<file path="src/rtl/osw_multi_ctrl.sv">
// N-channel latched optical-switch driver: edge-triggered ON/OFF commands become bounded drive
// pulses, with debounced status feedback, early feedback exit, sticky timeout errors and a cool-down.
module osw_multi_ctrl #(
  parameter int NUM_CH      = 2,
  parameter int CNT_W       = 20,
  parameter int DEB_CYCLES  = 4096,
  parameter int COOL_CYCLES = 1024
) (
  input  logic                  S_AXI_ACLK,
  input  logic                  S_AXI_ARESETN,
  input  logic [NUM_CH-1:0]     cmd_on,
  input  logic [NUM_CH-1:0]     cmd_off,
  input  logic [CNT_W-1:0]      drive_limit,
  input  logic                  fb_mode,
  input  logic                  err_clr,
  input  logic [NUM_CH-1:0]     osw_status0,
  input  logic [NUM_CH-1:0]     osw_status1,
  output logic [NUM_CH-1:0]     osw_drive0,
  output logic [NUM_CH-1:0]     osw_drive1,
  output logic [NUM_CH-1:0]     switch_on,
  output logic [NUM_CH-1:0]     switch_done,
  output logic [NUM_CH-1:0]     sw_error,
  output logic [NUM_CH-1:0]     busy,
  output logic [2*NUM_CH-1:0]   fsm_state
);

  localparam int DEB_W = $clog2(DEB_CYCLES) + 1;
  localparam int LINES = 2 * NUM_CH;
  localparam logic [DEB_W-1:0] DEB_LAST  = DEB_W'(DEB_CYCLES - 1);
  localparam logic [CNT_W-1:0] COOL_LAST = CNT_W'(COOL_CYCLES - 1);

  typedef enum logic [1:0] {
    IDLE    = 2'd0,
    DRV_ON  = 2'd1,
    DRV_OFF = 2'd2,
    COOL    = 2'd3
  } state_e;

  // Lines [NUM_CH-1:0] carry status0 (ON settled), the upper half status1 (OFF settled).
  logic [LINES-1:0] pad, sync1_q, sync2_q, debRiseNow;
  logic [CNT_W-1:0] limitLast;

  assign pad       = {osw_status1, osw_status0};
  assign limitLast = (drive_limit == '0) ? '0 : drive_limit - CNT_W'(1);

  always_ff @(posedge S_AXI_ACLK or negedge S_AXI_ARESETN) begin
    if (!S_AXI_ARESETN) begin
      sync1_q <= '0;
      sync2_q <= '0;
    end else begin
      sync1_q <= pad;
      sync2_q <= sync1_q;
    end
  end

  for (genvar j = 0; j < LINES; j++) begin : g_deb
    logic             deb_q;
    logic [DEB_W-1:0] debCnt_q;
    logic             differ;

    assign differ        = sync2_q[j] ^ deb_q;
    // Rise is flagged in the same cycle the output is about to flip so feedback exit costs no extra cycle.
    assign debRiseNow[j] = differ & ~deb_q & (debCnt_q == DEB_LAST);

    always_ff @(posedge S_AXI_ACLK or negedge S_AXI_ARESETN) begin
      if (!S_AXI_ARESETN) begin
        deb_q    <= 1'b0;
        debCnt_q <= '0;
      end else if (!differ) begin
        debCnt_q <= '0;
      end else if (debCnt_q == DEB_LAST) begin
        deb_q    <= sync2_q[j];
        debCnt_q <= '0;
      end else begin
        debCnt_q <= debCnt_q + DEB_W'(1);
      end
    end
  end

  for (genvar i = 0; i < NUM_CH; i++) begin : g_ch
    state_e           state_q;
    logic [CNT_W-1:0] cnt_q;
    logic             cmdOn_q, cmdOff_q;
    logic             drv0_q, drv1_q, err_q, done_q;
    logic             lastOn_q, lastOff_q;
    logic             reqOn, reqOff, accOn, accOff;
    logic             riseOn, riseOff, inDrive, targetRise, limitHit, driveExit, errSet;

    assign reqOn      = cmd_on[i] & ~cmdOn_q;
    assign reqOff     = cmd_off[i] & ~cmdOff_q;
    assign accOn      = (state_q == IDLE) & reqOn & ~reqOff;
    assign accOff     = (state_q == IDLE) & reqOff & ~reqOn;
    assign riseOn     = debRiseNow[i];
    assign riseOff    = debRiseNow[NUM_CH+i];
    assign inDrive    = (state_q == DRV_ON) | (state_q == DRV_OFF);
    assign targetRise = (state_q == DRV_ON) ? riseOn : riseOff;
    assign limitHit   = (cnt_q == limitLast);
    assign driveExit  = limitHit | (fb_mode & targetRise);
    // A timeout only counts as an error when feedback was expected and did not arrive in time.
    assign errSet     = inDrive & fb_mode & limitHit & ~targetRise;

    always_ff @(posedge S_AXI_ACLK or negedge S_AXI_ARESETN) begin
      if (!S_AXI_ARESETN) begin
        state_q   <= IDLE;
        cnt_q     <= '0;
        cmdOn_q   <= 1'b0;
        cmdOff_q  <= 1'b0;
        drv0_q    <= 1'b0;
        drv1_q    <= 1'b0;
        err_q     <= 1'b0;
        done_q    <= 1'b0;
        lastOn_q  <= 1'b0;
        lastOff_q <= 1'b0;
      end else begin
        cmdOn_q  <= cmd_on[i];
        cmdOff_q <= cmd_off[i];
        done_q   <= (riseOn & lastOn_q) | (riseOff & lastOff_q);
        err_q    <= err_clr ? 1'b0 : (err_q | errSet);
        case (state_q)
          IDLE: begin
            cnt_q <= '0;
            if (accOn) begin
              state_q   <= DRV_ON;
              drv0_q    <= 1'b1;
              lastOn_q  <= 1'b1;
              lastOff_q <= 1'b0;
            end else if (accOff) begin
              state_q   <= DRV_OFF;
              drv1_q    <= 1'b1;
              lastOn_q  <= 1'b0;
              lastOff_q <= 1'b1;
            end
          end
          DRV_ON, DRV_OFF: begin
            if (driveExit) begin
              state_q <= COOL;
              cnt_q   <= '0;
              drv0_q  <= 1'b0;
              drv1_q  <= 1'b0;
            end else begin
              cnt_q <= cnt_q + CNT_W'(1);
            end
          end
          COOL: begin
            if (cnt_q == COOL_LAST) begin
              state_q <= IDLE;
              cnt_q   <= '0;
            end else begin
              cnt_q <= cnt_q + CNT_W'(1);
            end
          end
          default: begin
            state_q <= IDLE;
            cnt_q   <= '0;
            drv0_q  <= 1'b0;
            drv1_q  <= 1'b0;
          end
        endcase
      end
    end

    // switch_on is gated by reset so a command level held during reset stays silent until release.
    assign switch_on[i]        = accOn & S_AXI_ARESETN;
    assign osw_drive0[i]       = drv0_q;
    assign osw_drive1[i]       = drv1_q;
    assign switch_done[i]      = done_q;
    assign sw_error[i]         = err_q;
    assign busy[i]             = (state_q != IDLE);
    assign fsm_state[2*i +: 2] = state_q;
  end

endmodule
</file>
<file path="config.mk">
export PLATFORM = sky130hd
export DESIGN_NAME = osw_multi_ctrl
export DESIGN_NICKNAME = d
export VERILOG_FILES = /design/src/rtl/osw_multi_ctrl.sv
export SDC_FILE = /design/constraint.sdc
export NUM_CORES = 1
export LEC_CHECK = 0
export ABC_AREA = 0
export CAP_MARGIN = 20
export CELL_PAD_IN_SITES_DETAIL_PLACEMENT = 0
export CELL_PAD_IN_SITES_GLOBAL_PLACEMENT = 1
export CORE_UTILIZATION = 30
export DETAILED_ROUTE_END_ITERATION = 8
export DONT_BUFFER_PORTS = 1
export MAX_ROUTING_LAYER = met4
export PLACE_DENSITY_LB_ADDON = 0.1
export SYNTH_ARGS = -nofsm -noshare
export SYNTH_HDL_FRONTEND = slang
export SYNTH_SLANG_ARGS = --single-unit
</file>
<file path="constraint.sdc">
create_clock -name S_AXI_ACLK -period 3.65 [get_ports S_AXI_ACLK]
set_clock_uncertainty 0.2 [all_clocks]
set_input_delay 1.095 -clock S_AXI_ACLK [delete_from_list [all_inputs] [get_ports S_AXI_ACLK]]
set_output_delay 1.095 -clock S_AXI_ACLK [all_outputs]
set_load 0.05 [all_outputs]
</file>
==> results.cfg, run 1 <==
[synth]
netlist.area_leader.share_pct = 40.1
netlist_area_sq_mm = 0.00773
synth_top_family_by_area = simple AND/OR/NAND/NOR gates
ys_ff_latch = 124
syn_inst = 856
synthAdderAreaFrac_pct = 3.07
yosys-mux-area-fraction_pct = 1.60
yosys.area.top_type = dfrtp_1
synth.area.top_cells = dfrtp_1, xnor2_1, nor2_1
yosys.area_share.simple_pct = 26.8
synth_flop_cell = dfrtp_1
synth-compound-area-share_pct = 11.0
syn_area_per_cell_sq_um = 9.04
post_synth_xor_area_fraction_pct = 12.3
yosysSeqAreaShare_pct = 40.1
synth_warnings = 0
syn_nets = 907
synth_edf_count = 0
async_flop_share_pct = 100
synth_cell_types = 80

[layout]
syn_to_final_growth_pct = 22.1
fillers = 2551
multi_input_area_sq_mm = 0.00446
ff_latch_area_sq_mm = 0.00310
antenna_cells = 0
fin_nets = 962
drive_above_1_share_pct = 18.3
final_core_utilization_pct = 37.4

[detailed_routing]
num_vias = 6341
drt-initial-drc-count = 405
via_per_inst = 5.06
route.detailed.drc = 0
first_pass_iters = 5
ant_nets = 0
wirelength_um = 21900
wl_per_cell_um = 17.5

[sta]
finalSetupTns_ps = 0
max_slew_margin_pct = 36.1
fin_crit_ps = 3630
finalSetupViolations = 0
hold_viol_final = 0
tightest_slew_ps = 959
whs_ps = 152
fmax_ghz = 0.276
finalCritPeriodShare_pct = 99.4
slew_viol_final = 0
postLayoutSetupSlackWorst_ps = 22.5
rsz0062_at_grt = yes

[clock_tree]
cts_buffers = 17
cts_tree = done
cts.path.max_buffers = 2
cts_htree_levels = 4
clkSlewWorstSetupHoldPaths_ps = 60
clock-sinks = 124
root_buffer = clkbuf_16
clock_latency_ps = 420

[setup_path]
rrSetupSlack_ps = 540
cp_cell_sequence = or3_1 > buf_4 > buf_4 > nor4_4 > a21oi_2 > xnor2_1 > a2111oi_4 > nand4b_1 > nor4_4 > o21ba_4 > clkbuf_16 > nor3_1
reg2reg_to = g_ch[0].cnt_q[12]$_DFF_PN0_
rr_startpoint = g_deb[2].debCnt_q[0]$_DFF_PN0_
startpoint_type = input pin
cp_max_fo = 10
cpMaxStageDelayCell = or3_1
crit_required_ps = 3700
ff2ff_path_depth = 11
path_buf_inv = 3
crit_family = simple AND/OR/NAND/NOR gates
path_class = in -> reg
max_stage_delay_ps = 410
cp-end-kind = flop
worstPathArrival_ps = 3680

[run_status]
status = finished, final reports clean

[global_route]
grt_max_degree = 127
grt_overflow = 0
grt_pass1_wl_um = 35300
gr-usage-all-layers_pct = 17.8
antenna_found_initial = 0
grt_pass1_vias = 6439

[power]
power_uw = 4780
ir_worst_vdd_mv = 0.247
p_per_area_mw_per_mm2 = 506
leakage_uw = 0.00393

[floorplanning]
fp.dieH_um = 163
fp.coreArea_sq_mm = 0.0253
dieWidth_um = 163
ios = 48
start_util_pct = 30.6
num_rows = 58
die_area_sq_mm = 0.0264

[worst_hold_path]
hp-start = sync1_q[3]$_DFF_PN0_
hold_path_depth = 0
min_path_type = reg -> reg
hold-path-endpoint = sync2_q[3]$_DFF_PN0_

[placed_design]
gp_congestion = 0.879
dp_slack_ps = -579
port_buffers = 0
hpwl_um = 16300

[run]
drv_cap = 0
through the flow:
| step | cells | cell area [sq um] |
|---|---|---|
| 2_1_floorplan | 856 | 7840 |
| 3_3_place_gp | 1216 | 8610 |
| 3_5_place_dp | 1216 | 8610 |
| 4_1_cts | 1249 | 9220 |
| 5_1_grt | 1254 | 9450 |
| 6_report | 1254 | 9450 |
cells in the mapped netlist (4+ instances only):
cell / count
or3_1: 16
nor4_1: 24
nor2b_1: 6
a31oi_1: 7
ha_1: 19
a311oi_1: 4
buf_4: 12
a211o_1: 5
dfrtp_1: 124
and2_1: 6
and3_1: 24
xor2_1: 43
o21bai_1: 4
nand3_1: 53
nor3b_1: 4
nor2_1: 113
or4b_1: 4
buf_2: 6
nor3_1: 31
nand4b_1: 7
nand2b_1: 11
a21oi_1: 14
mux2i_1: 9
and4_1: 5
inv_1: 43
or2_2: 7
xnor2_1: 55
nand2_1: 56
o21ai_0: 31
clkbuf_1: 26
nand4_1: 10
how the worst max path moves through the flow:
stage	depth (start not counted)	slack, ps	startpoint	to
global placement	14	-580	drive_limit[1]	g_ch[1].cnt_q[0]$_DFF_PN0_
detailed placement	14	-580	drive_limit[1]	g_ch[1].cnt_q[7]$_DFF_PN0_
finish	12	20	drive_limit[5]	g_ch[0].cnt_q[12]$_DFF_PN0_
global route	12	-110	drive_limit[1]	g_ch[0].cnt_q[12]$_DFF_PN0_
CTS	12	2	drive_limit[10]	g_ch[0].cnt_q[17]$_DFF_PN0_
floorplan	13	-260	drive_limit[1]	g_ch[0].cnt_q[12]$_DFF_PN0_
report_power, final:
part	switching, uW	internal, uW
combinational	715	570
sequential	316	1490
clock	696	993
total	1730	3050
cell families after synthesis:
| family | count (synthesis) |
|---|---|
| AOI/OAI and AO/OA | 116 |
| xor gates and xnor gates | 102 |
| adders and majority gates | 19 |
| buffers and inverters | 89 |
| DFF | 124 |
| muxes | 12 |
| and+or+nand+nor | 394 |
flip-flops by register name (all words and copies together) (netlist names), 4 cells and up:
name / count
sync2_q: 4
g_deb.deb_q: 4
sync1_q: 4
g_deb.debCnt_q: 52
g_ch.state_q: 4
g_ch.cnt_q: 40
layout make-up:
cell class / instances / area share (%)
multi-input combinational: 643 / 47.2
clock inverter: 12 / 1.34
tap: 330 / 4.37
inverter: 43 / 2.26
sequential: 124 / 32.8
clock buffer: 20 / 4.83
timing repair buffer: 82 / 7.14
worst register-to-register path: stages (launching register included):
cell	delay [ps]
dfrtp_1	400
ha_1	200
nand3_1	160
nor4_1	560
and4_1	310
nand2_1	110
o21ai_0	240
a21boi_0	160
inv_1	160
o21ba_4	220
clkbuf_16	170
nor3_1	50
cells in the final DEF (no fill, tap or decap), types with 7 or more instances in the layout:
cell       netlist  routed
dfrtp_1        124     124
nor2_1         113     110
buf_4           12      77
nand2_1         56      55
xnor2_1         55      53
nand3_1         53      53
xor2_1          43      43
inv_1           43      41
nor3_1          31      29
o21ai_0         31      25
and3_1          24      24
nor4_1          24      20
ha_1            19      18
clkbuf_16        0      18
or3_1           16      14
a21oi_1         14      12
nand4_1         10      10
nand2b_1        11      10
mux2i_1          9       8
or2_2            7       7
a31oi_1          7       7
nand4b_1         7       7
routing by layer:
metal,part of all wire (%),wire length [um],GRT usage (%),vias to the layer above
met1,46,10100,22.5,3084
met3,6.0,1300,4.69,22
met2,46,10100,27.7,119
li1,-,-,-,3116
met4,1.6,356,5.69,0
met5,0,0,-,-
what timing repair did:
| action | CTS | global route |
|---|---|---|
| hold buffers | 0 | 0 |
| gates resized for setup | 3 | 35 |
| setup endpoints to repair | 45 | 49 |
| pin swaps | 1 | 8 |
| gates cloned | 0 | 1 |
| setup buffers | 1 | 4 |
(Power assumes the default switching activity.)
==> run 2: changes to the inputs <==
Settings changed: REMOVE_ABC_BUFFERS from default to 1.
==> run 2 against run 1 <==
Against the previous run: the run now ends with negative setup slack left; utilization increased by 1.3 points; clock power is 8% higher; sequential share of layout area down 1.1 points; non-clock buffer count is 18 higher; final cell count is 1.4% higher; maximum frequency decreased by 3.5%; hold slack is essentially flat; global-route usage is essentially flat; count of clock-buffer cells in the layout shrank 3; critical endpoint is now g_ch[0].cnt_q[16]$_DFF_PN0_; largest power group is now the clock network; highest routed layer unchanged.
==> results.cfg, run 2 (synthesized netlist as in run 1, its figures left out) <==
[layout]
mostFrequentLayoutCell = dfrtp_1
syn_to_final_growth_pct = 26.3
regMostFlops = g_deb.debCnt_q
fin_nets = 980
final_area_sq_mm = 0.00977
antenna_cells = 0
drive_above_1_share_pct = 22.3
layout_common_cells = dfrtp_1, nor2_1, buf_4
top_regs = g_deb.debCnt_q: 52 flops, g_ch.cnt_q: 40 flops
largest_reg_flops = 52
final_core_utilization_pct = 38.7

[clock_tree]
root_buffer = clkbuf_16
clkSlewWorstSetupHoldPaths_ps = 70
cts_htree_levels = 4
cts_buffers = 17
clock_latency_ps = 430
cts_tree = done
cts.path.max_buffers = 2
clock-sinks = 124

[detailed_routing]
ant_nets = 0
first_pass_iters = 4
route.detailed.drc = 0
drt-initial-drc-count = 384
wl_per_cell_um = 17.2
via_per_inst = 5.07
wirelength_um = 21900
num_vias = 6455

[sta]
postLayoutSetupSlackWorst_ps = -108
max_slew_margin_pct = 33.8
slew_viol_final = 0
hold_viol_final = 0
tightest_slew_ps = 992
rsz0062_at_grt = yes
fmax_ghz = 0.266
finalSetupViolations = 19
fin_crit_ps = 3760
finalCritPeriodShare_pct = 103

[floorplanning]
fp.dieH_um = 163
ios = 48
fp.coreArea_sq_mm = 0.0253
dieWidth_um = 163
die_area_sq_mm = 0.0264
start_util_pct = 30.6
num_rows = 58

[placed_design]
port_buffers = 0
gp_congestion = 0.867
dpl-instance-area_sq_mm = 0.00856
dp_slack_ps = -842
hpwl_um = 15800

[setup_path]
cp-end-kind = flop
crit_required_ps = 3710
cp_max_fo = 7
worstPathArrival_ps = 3820
path_class = in -> reg
startpoint_type = input pin

[global_route]
grt_overflow = 0
grt_pass1_wl_um = 35600
grt_pass1_vias = 6634
antenna_found_initial = 0
grt_max_degree = 127
gr-usage-all-layers_pct = 17.8

[power]
p_per_area_mw_per_mm2 = 513
ir_worst_vdd_mv = 0.373
power_uw = 5020
leakage_uw = 0.00407

[run_status]
status = finished with violations
violations = negative setup slack

[run]
drv_cap = 0

[worst_hold_path]
min_path_type = in -> async
-- run 2: cell types whose count changed in the layout (fill, tap and decap cells not counted), moves of 3 or more --
cell    before  now
nor4_2       2    5
buf_6        1    8
buf_4       77   88
nor3_2       2    8
nor3_1      29   24
-- run 2: metrics by stage --
step           hold slack, ps  std cells  setup TNS (ps)
2_1_floorplan             131        810          -35690
3_5_place_dp              139       1224          -37470
4_1_cts                   142       1269           -1930
6_report                  153       1272            -978
5_1_grt                   137       1272           -3690
3_3_place_gp              136       1224          -35360
-- run 2: layer usage --
layer  track usage [%]  vias up  routed length, um
met5                 -        -                  0
met4              6.07        0                445
met3              4.66       32               1270
met2              27.4      136              10000
met1              22.6     3145              10100
li1                  -     3142                  -
-- run 2: area by class of cell --
| type | instances | area [sq um] |
|---|---|---|
| multi-input cells | 643 | 4600 |
| inverters | 43 | 200 |
| flip-flops and latches | 124 | 3100 |
| repair buffers | 100 | 821 |
| fillers | 2526 | 15500 |
| clock buffers | 17 | 425 |
| clock inverters | 15 | 203 |
| well taps | 330 | 413 |
-- run 2: timing repair --
action / in CTS / in global routing
hold buffers: 0 / 0
resized for setup: 50 / 52
cloned: 2 / 1
endpoints found under the setup margin: 50 / 50
pin swaps: 7 / 30
setup buffers: 12 / 7
-- run 2: worst max-delay path: stages --
cell and delay [ps]:
clkinv_8 20, ha_4 130, buf_6 90, nor4b_4 210, buf_6 170, nand4_1 130
or4b_1 560, a211o_1 290, o21ai_2 220, o21bai_4 90, nor4_4 310, o21ba_4 210
buf_6 110, buf_8 120, nor3_1 50
-- run 2: path summary, 6_finish.rpt --
kind	depth (start not counted)	slack, ps	startpoint	end
max	15	-110	drive_limit[1]	g_ch[0].cnt_q[16]$_DFF_PN0_
min	0	150	S_AXI_ARESETN	g_ch[0].cnt_q[5]$_DFF_PN0_
max reg2reg	10	470	g_deb[3].debCnt_q[0]$_DFF_PN0_	g_ch[1].state_q[0]$_DFFE_PN0P_
min reg2reg	0	150	sync1_q[2]$_DFF_PN0_	sync2_q[2]$_DFF_PN0_
max in group asynchronous	0	2820	S_AXI_ARESETN	g_deb[3].debCnt_q[6]$_DFF_PN0_
min in group S_AXI_ACLK	0	150	sync1_q[2]$_DFF_PN0_	sync2_q[2]$_DFF_PN0_
-- run 2: power breakdown --
group          switching, uW  total, uW  leakage [uW]  internal, uW
clock                    728       1830      0.000306          1100
sequential               283       1780       0.00166          1490
combinational            779       1410       0.00210           631
